<file path="config.mk">
export PLATFORM = sky130hd
export DESIGN_NAME = pdm_dac
export DESIGN_NICKNAME = d
export VERILOG_FILES = /design/src/rtl/pdm_dac.sv
export SDC_FILE = /design/constraint.sdc
export NUM_CORES = 1
export LEC_CHECK = 0
export CAP_MARGIN = 30
export CORE_MARGIN = 4
export CORE_UTILIZATION = 68
export DETAILED_ROUTE_END_ITERATION = 6
export DONT_BUFFER_PORTS = 1
export PLACE_DENSITY = 0.94
export SYNTH_ARGS = -nofsm -noshare
export SYNTH_HDL_FRONTEND = slang
export SYNTH_SLANG_ARGS = --single-unit
</file>
<file path="constraint.sdc">
create_clock -name clk -period 8.84 [get_ports clk]
set_input_delay 1.768 -clock clk [delete_from_list [all_inputs] [get_ports clk]]
set_output_delay 1.768 -clock clk [all_outputs]
set_load 0.05 [all_outputs]
</file>
<file path="src/rtl/pdm_dac.sv">
// PCM-to-PDM output stage: 2-entry sample FIFO feeding a first-order
// error-feedback sigma-delta modulator with a divided PDM bit clock.
`timescale 1ns/1ps
module pdm_dac #(
  parameter int SAMPLE_DEPTH    = 16,
  parameter int OSR             = 32,
  parameter int INPUT_FREQUENCY = 12000000,
  parameter int FREQUENCY       = 400000
) (
  input  logic                    clk,
  input  logic                    rst,
  input  logic                    enable,
  input  logic [SAMPLE_DEPTH-1:0] sample_in,
  input  logic                    sample_valid,
  output logic                    sample_ready,
  output logic                    pdm_clk,
  output logic                    pdm_data,
  output logic                    frame_strobe,
  output logic                    underrun
);

  localparam int DIV_COUNT = INPUT_FREQUENCY / (2 * FREQUENCY) - 1;
  localparam int HALF      = DIV_COUNT / 2;
  localparam int DW        = (DIV_COUNT > 1) ? $clog2(DIV_COUNT + 1) : 1;
  localparam int BW        = (OSR > 1) ? $clog2(OSR) : 1;

  localparam logic [DW-1:0] DIV_MAX = DW'(DIV_COUNT);
  localparam logic [DW-1:0] DIV_MID = DW'(HALF);
  localparam logic [SAMPLE_DEPTH-1:0] SIGN =
    {1'b1, {(SAMPLE_DEPTH-1){1'b0}}};

  logic [DW-1:0]           div;
  logic [DW-1:0]           div_nxt;
  logic [BW-1:0]           bit_count;
  logic [SAMPLE_DEPTH-1:0] mem [2];
  logic                    wr_ptr;
  logic                    rd_ptr;
  logic [1:0]              count;
  logic [SAMPLE_DEPTH-1:0] cur;
  logic [SAMPLE_DEPTH-1:0] acc;
  logic [SAMPLE_DEPTH-1:0] sel;
  logic [SAMPLE_DEPTH-1:0] u;
  logic [SAMPLE_DEPTH:0]   acc_nxt;
  logic                    armed;
  logic                    bit_tick;
  logic                    boundary;
  logic                    push;
  logic                    pop;

  assign div_nxt  = (div == '0) ? DIV_MAX : div - 1'b1;
  assign bit_tick = enable && (div == DIV_MID);
  assign boundary = bit_tick && (bit_count == '0);

  assign sample_ready = armed && enable && (count != 2'd2);
  assign push = sample_valid && sample_ready;
  assign pop  = boundary && (count != 2'd0);

  assign frame_strobe = boundary;
  assign underrun     = boundary && (count == 2'd0);

  // The tick that pops a new sample also modulates it.
  assign sel     = pop ? mem[rd_ptr] : cur;
  assign u       = sel ^ SIGN;
  assign acc_nxt = {1'b0, acc} + {1'b0, u};

  always_ff @(posedge clk) begin
    if (push) mem[wr_ptr] <= sample_in;
  end

  always_ff @(posedge clk or posedge rst) begin
    if (rst) begin
      armed     <= 1'b0;
      div       <= DIV_MAX;
      pdm_clk   <= 1'b0;
      pdm_data  <= 1'b0;
      bit_count <= '0;
      acc       <= '0;
      cur       <= '0;
      count     <= 2'd0;
      wr_ptr    <= 1'b0;
      rd_ptr    <= 1'b0;
    end else begin
      armed <= 1'b1;
      if (!enable) begin
        div       <= DIV_MAX;
        pdm_clk   <= 1'b0;
        pdm_data  <= 1'b0;
        bit_count <= '0;
        acc       <= '0;
        cur       <= '0;
        count     <= 2'd0;
        wr_ptr    <= 1'b0;
        rd_ptr    <= 1'b0;
      end else begin
        div     <= div_nxt;
        pdm_clk <= (div_nxt > DIV_MID);
        if (bit_tick) begin
          pdm_data  <= acc_nxt[SAMPLE_DEPTH];
          acc       <= acc_nxt[SAMPLE_DEPTH-1:0];
          bit_count <= bit_count + 1'b1;
        end
        if (pop) begin
          cur    <= mem[rd_ptr];
          rd_ptr <= ~rd_ptr;
        end
        if (push) wr_ptr <= ~wr_ptr;
        count <= count + {1'b0, push} - {1'b0, pop};
      end
    end
  end

endmodule

</file>
# == Yosys cells after proc, flatten, opt, wreduce, memory -nomap -nowiden ==
# Memory sizes are Yosys's and may differ from the RTL's.
# Index checks and enable logic that the tools add are counted.
# classes
n_addsub,5
n_mul,0
div,0
order_cmp,1
n_eq_ne,5
n_shift,0
muxes,18
n_bitwise,3
reduce_logical,11
# op_table
op,n
16-bit two-way mux,4
16-bit by 16-bit adder with 17-bit output,1
5-bit two-way mux,2
1-bit two-way mux,9
4-bit two-way mux,2
1-bit logical AND,7
2-bit by 1-bit inequality test with 1-bit output (second input constant),3
5-bit by 1-bit adder with 5-bit output (second input constant),1
5-bit zero test,1
4-bit by 3-bit == test with 1-bit output (second input constant),1
4-bit by 3-bit greater-than comparator with 1-bit output (second input constant),1
4-bit zero test,1
4-bit by 1-bit subtractor with 4-bit output (second input constant),1
1-bit NOT,3
2-bit by 1-bit adder with 2-bit output,1
2-bit zero test,1
2-bit two-way mux,1
2-bit inequality test (second input constant),1
2-bit nonzero test,1
2-bit by 1-bit subtractor with 2-bit output,1
# word_totals
reg_bits,48
latchBits,0
ramBits,32
mem_bits_ro,0
input_bits,20
out_inout_bits,5
wordCells,54
memories,1
# memory_table
memory,words,word_bits,rd,rd_ports_with_merged_regs,write_ports,line_no,source
mem,2,16,1,0,1,35,logic [SAMPLE_DEPTH-1:0] mem [2];

# == Logic depth before layout (Yosys ltp) ==
# logic_depth
word_depth,9
depth_mapped,15
depth_no_buf,15

# == Least setup slack after synthesis ==
# No wires, ideal clock.
# synth_path
path_kind,input-to-output
start,input enable
end,output underrun
t_arrival_ps,3222
required_time_ps,7072
setup_slack_ps,3850
path_stages,3
path_buffers,1
cell_sequence,clkbuf_1 -> nand3_2 -> nor3_1
# synth_via
elab_chain_cells,3
# synth_rtl
element,line_no,source
from (decl),12,"input logic enable,"
1-bit logical AND,51,assign bit_tick = enable && (div == DIV_MID);
1-bit logical AND,52,assign boundary = bit_tick && (bit_count == '0);
1-bit logical AND,59,assign underrun = boundary && (count == 2'd0);
to (decl),19,output logic underrun
# No other way between the ends.

# == Worst setup path after layout ==
# layout_path
start,register div[1]
end,register acc[10]
# layout_via
elab_chain_cells,8
word_cells_on_any_way,9
classes_between,1 x add/sub; 2 x eq/ne; 3 x mux; 3 x reduce/logical
# layout_rtl
element,line_no,source
from (decl),32,logic [DW-1:0] div;
from (signal assigned),95,div <= div_nxt;
4-bit by 3-bit == test with 1-bit output (*),51,
1-bit logical AND (*),51,
1-bit logical AND,52,
1-bit logical AND,56,assign pop = boundary && (count != 2'd0);
16-bit two-way mux,-,
16-bit by 16-bit adder with 17-bit output,64,"assign acc_nxt = {1'b0, acc} + {1'b0, u};"
16-bit two-way mux,97,if (bit_tick) begin
16-bit two-way mux,84,if (!enable) begin
to (signal assigned),99,acc <= acc_nxt[SAMPLE_DEPTH-1:0];
to (decl),40,logic [SAMPLE_DEPTH-1:0] acc;
# Every way passes the cells marked *; elsewhere a longest branch is shown, timed or not. The select of a mux whose other input is x is not followed.
# A chain may end at the register's enable or synchronous reset.

==> flow_summary.rst <==
.. list-table::
   :header-rows: 1

   * - Metric
     - Value
   * - Biggest cell delay along the critical path
     - 0.77 ns
   * - Worst-case hold slack
     - 0.537 ns
   * - Main synth FF type
     - sky130_fd_sc_hd__dfrtp_1
   * - Via count of the first global-routing pass
     - 3008
   * - Relative slew margins
     - 39.1%
   * - Flip-flop and latch count after synthesis
     - 80
   * - Max Slew Vio Count
     - 0
   * - Final Critical Period
     - 4.60 ns
   * - Critical register-to-register path endpoint
     - acc[10]
   * - Number of buffers added by the clock tree synthesis step
     - 9
   * - Post-DR wirelength/cell
     - 18.6 um
   * - Count of different cell masters after synthesis
     - 49
   * - Count of unresolved DRC violations after routing
     - 0
   * - Setup Skew
     - 0.0134 ns
   * - DPL Wire Length
     - 5940 um
   * - Most common library cell in the layout ignoring fill and taps
     - sky130_fd_sc_hd__dfrtp_1
   * - RSZ-0062 raised after global routing
     - no
   * - Post-Syn Nets
     - 429
   * - Number of buffers inserted for hold repair after clock tree synthesis
     - 0
   * - Global-route congestion overflow total
     - 0
   * - Area Overhead vs Synth
     - 7.57%
   * - Fraction of synthesized cell area taken by the top area cell type
     - 27.2%
   * - Worst-Skew Late Latency
     - 0.35 ns
   * - ANT nets after route
     - 0
   * - Fraction of registers with async set/reset
     - 60.0%
   * - Port buffer count
     - 0
   * - Area fraction in compound gates after synthesis
     - 15.9%
   * - Share of the cycle needed by the critical path after routing
     - 52.1%
   * - CTS Root Cell
     - sky130_fd_sc_hd__clkbuf_8
   * - Proportion of layout cells with a drive suffix above 1
     - 8.76%
   * - Final Hold Violating Endpoints
     - 0
   * - All-layer global routing usage
     - 25.9%
   * - Required time at the worst-slack endpoint
     - 9.12 ns
   * - Gp weighted congestion
     - 0.946
   * - NetSw
     - 0.000151 W
   * - Clock power frac
     - 40.1%
   * - Initial Utilization
     - 69.8%
   * - Critical path fanouts, max
     - 46
   * - CP dominant cell by count
     - sky130_fd_sc_hd__ha_1
   * - Die ar.
     - 7390 um^2
   * - Critical path capture point type
     - register
   * - Final setup violation count
     - 0
   * - Max Clock Freq
     - 0.217 GHz
   * - Count of cells resized by post-cts repair
     - 0
   * - Flop pwr share
     - 56.2%
   * - Setup repair bufs after CTS
     - 0
   * - Worst R2R Setup Slack
     - 4.24 ns
   * - Top delay family on crit path
     - simple AND/OR/NAND/NOR gates
   * - Int Pwr
     - 0.000561 W
   * - Static leakage
     - 1.82 nW
   * - Drt first pass iters
     - 5
   * - Sum of buffers and inverters on the critical path
     - 2
   * - IR Drop Worst-Case VDD
     - 0.000143 V
   * - Diodes inserted
     - 0
   * - Post-synth design cell area
     - 4130 um^2
   * - Switching power as a share of total power
     - 21.2%
   * - Number of synthesized flops with an enable pin
     - 32
   * - Minimum setup slack after placement
     - 4.20 ns
   * - Combinational family with the most area after synthesis
     - compound AO/OA/AOI/OAI gates
   * - MaxCap Viol Count
     - 0
   * - CTS sink cnt
     - 80
   * - Pin count of the biggest net entering global routing
     - 47
   * - Initial antenna violation count
     - 0
   * - Detailed Route WL
     - 8590 um
   * - Placed cell areas
     - 4240 um^2
   * - Worst hold path depth
     - 1
   * - Sequential area share after synthesis
     - 52.4%
   * - Power density normalized to cell area
     - 160 nW/um^2
   * - Summed negative setup slack over all endpoints
     - 0 ns
   * - Syn avg cell area
     - 10.8 um^2
   * - Vias per cell
     - 6.50
   * - Crit path max-delay cell type
     - sky130_fd_sc_hd__and3b_1
   * - Worst Tran Pin Value
     - 0.913 ns
   * - Cells along the critical path
     - ha_1, and3b_1, nand3_2, nor2_4, buf_4, nor2_1, a21oi_1, ha_1, inv_1, fa_1, nand3b_1, a211oi_2, o21bai_1, a2111oi_0, a311o_1
   * - Synth warnings
     - 0
   * - Hold Path Sink
     - div[0]
   * - Final critical-path setup slack
     - 4.24 ns
   * - Chip Height
     - 86.0 um
   * - Fraction of the mapped netlist area in simple logic gates
     - 12.7%
   * - Final design instance area without fill
     - 4450 um^2
   * - Status
     - completed
   * - Combinational share of power
     - 3.7%
   * - Number of violations reported at the end of detailed-routing iteration 0
     - 407
   * - Worst R2R Start
     - div[1]
   * - Most frequent cells in the layout
     - sky130_fd_sc_hd__dfrtp_1 (45), sky130_fd_sc_hd__a21oi_1 (42), sky130_fd_sc_hd__nor2_1 (39)
   * - Worst-path clk slew
     - 0.09 ns
   * - Start point of the worst min-delay path
     - div[0]
   * - # rows
     - 28
   * - Area of the core region
     - 5920 um^2
   * - Worst r2r path cells
     - 15
   * - Category of the critical setup timing path
     - register to register
   * - Fill count
     - 337
   * - TritonCTS clock tree
     - yes
   * - Proportion of synthesized area in mux cells
     - 4.69%
   * - Leading area contributor after synthesis
     - sky130_fd_sc_hd__dfrtp_1
   * - Top post-synthesis cells by area
     - sky130_fd_sc_hd__dfrtp_1 (27%), sky130_fd_sc_hd__edfxtp_1 (23%), sky130_fd_sc_hd__ha_1 (7.9%)
   * - Element type at the critical path start
     - register
   * - Synthesized netlist cell count
     - 382
   * - # IOs
     - 25
   * - Class of the most critical hold timing path
     - register to register
   * - Number of levels in the clock H-tree
     - 3
   * - Adder-cell share of the synthesized area
     - 8.36%
   * - Final nets
     - 431
   * - Clock tree buffer depth
     - 2
   * - Die outline width
     - 86.0 um
   * - Vias after detailed routing
     - 3008
   * - Crit path DAT
     - 4.88 ns
   * - XOR/XNOR share of the synthesized area
     - 2.33%
   * - Wire length of the first global-routing pass
     - 14700 um
## worst register-to-register path: cells and delay by family (launching register included)
family / cells / cell delay, ns
AO/OA/AOI/OAI: 5 / 1.26
flip-flops: 1 / 0.55
AND/OR/NAND/NOR: 5 / 1.54
buffers and inverters: 2 / 0.46
adder cells (fa/ha/maj): 3 / 0.73
## power groups by stage
stage	Clock (W)	Combinational (W)	Sequential [W]
5_1_grt	0.000305	0.0000296	0.000400
2_1_floorplan	0	0.0000190	0.000406
6_report	0.000285	0.0000263	0.000400
4_1_cts	0.000287	0.0000265	0.000399
3_5_place_dp	0	0.0000263	0.000407
3_3_place_gp	0	0.0000218	0.000406
## final cells by class
class | instances | area [um^2] | area share, %
sequential | 80 | 2170 | 48.7
multi-input combinational | 268 | 1820 | 41.0
clock buffer | 10 | 128 | 2.87
tap | 75 | 93.8 | 2.11
timing repair buffer | 8 | 88.8 | 2.00
clock inverter | 5 | 81.3 | 1.83
inverter | 17 | 63.8 | 1.44
## synthesized netlist by cell type (2+ instances only)
| cell type | count |
|---|---|
| sky130_fd_sc_hd__a211oi_1 | 20 |
| sky130_fd_sc_hd__a21o_1 | 4 |
| sky130_fd_sc_hd__a21oi_1 | 42 |
| sky130_fd_sc_hd__a221o_1 | 2 |
| sky130_fd_sc_hd__a31oi_1 | 2 |
| sky130_fd_sc_hd__and2_1 | 2 |
| sky130_fd_sc_hd__and3_1 | 4 |
| sky130_fd_sc_hd__buf_1 | 2 |
| sky130_fd_sc_hd__buf_2 | 6 |
| sky130_fd_sc_hd__buf_4 | 2 |
| sky130_fd_sc_hd__clkbuf_1 | 7 |
| sky130_fd_sc_hd__dfrtp_1 | 45 |
| sky130_fd_sc_hd__dfstp_2 | 3 |
| sky130_fd_sc_hd__edfxtp_1 | 32 |
| sky130_fd_sc_hd__ha_1 | 26 |
| sky130_fd_sc_hd__inv_1 | 17 |
| sky130_fd_sc_hd__mux2_2 | 3 |
| sky130_fd_sc_hd__mux2i_1 | 16 |
| sky130_fd_sc_hd__nand2_1 | 28 |
| sky130_fd_sc_hd__nand3_1 | 10 |
| sky130_fd_sc_hd__nand3b_1 | 4 |
| sky130_fd_sc_hd__nand4_1 | 3 |
| sky130_fd_sc_hd__nor2_1 | 39 |
| sky130_fd_sc_hd__nor3_1 | 8 |
| sky130_fd_sc_hd__o21a_1 | 5 |
| sky130_fd_sc_hd__o21ai_0 | 9 |
| sky130_fd_sc_hd__o21bai_1 | 4 |
| sky130_fd_sc_hd__o31ai_1 | 4 |
| sky130_fd_sc_hd__or3_1 | 3 |
| sky130_fd_sc_hd__or3_2 | 2 |
| sky130_fd_sc_hd__xnor2_1 | 7 |
| sky130_fd_sc_hd__xor2_1 | 4 |
## per-layer routing
| metal | global-route usage, % | vias to the layer above | share of wire, % |
|---|---|---|---|
| met5 | 0 | - | 0 |
| met4 | 8.63 | 0 | 2.0 |
| met3 | 5.57 | 26 | 8.7 |
| met2 | 42.3 | 162 | 48 |
| met1 | 34.5 | 1432 | 41 |
| li1 | - | 1388 | - |
## state kept, by name (all words and copies together), names as in the netlist, 2 cells and up
| signal | cells |
|---|---|
| cur | 16 |
| mem | 32 |
| bit_count | 5 |
| count | 2 |
| acc | 16 |
| div | 4 |
## worst max path at each step
stage	from	to	slack, ns	depth (start not counted)
after global routing	div[1]	acc[10]	3.89	15
after floorplan	enable	underrun	3.85	3
final	div[1]	acc[10]	4.24	15
after global placement	enable	acc[10]	4.35	13
after detailed placement	enable	acc[10]	4.20	13
after CTS	div[1]	acc[10]	4.36	15
## per-stage QoR
stage | power [W] | std cells | utilization (%)
2_1_floorplan | 0.000425 | 382 | -
4_1_cts | 0.000713 | 463 | 75.1
6_report | 0.000711 | 463 | 75.1
3_5_place_dp | 0.000433 | 448 | 71.6
3_3_place_gp | 0.000428 | 444 | 70.6
5_1_grt | 0.000735 | 463 | 75.1
## logic make-up (layout without fill, tap and decap cells)
family	after synthesis	after routing
buffers and inverters	34	40
AND/OR/NAND/NOR	110	110
XOR/XNOR	11	11
adder cells (fa/ha/maj)	27	27
flip-flops	80	80
other	1	1
multiplexers	19	19
AO/OA/AOI/OAI	100	100
(Power assumes the default switching activity.)
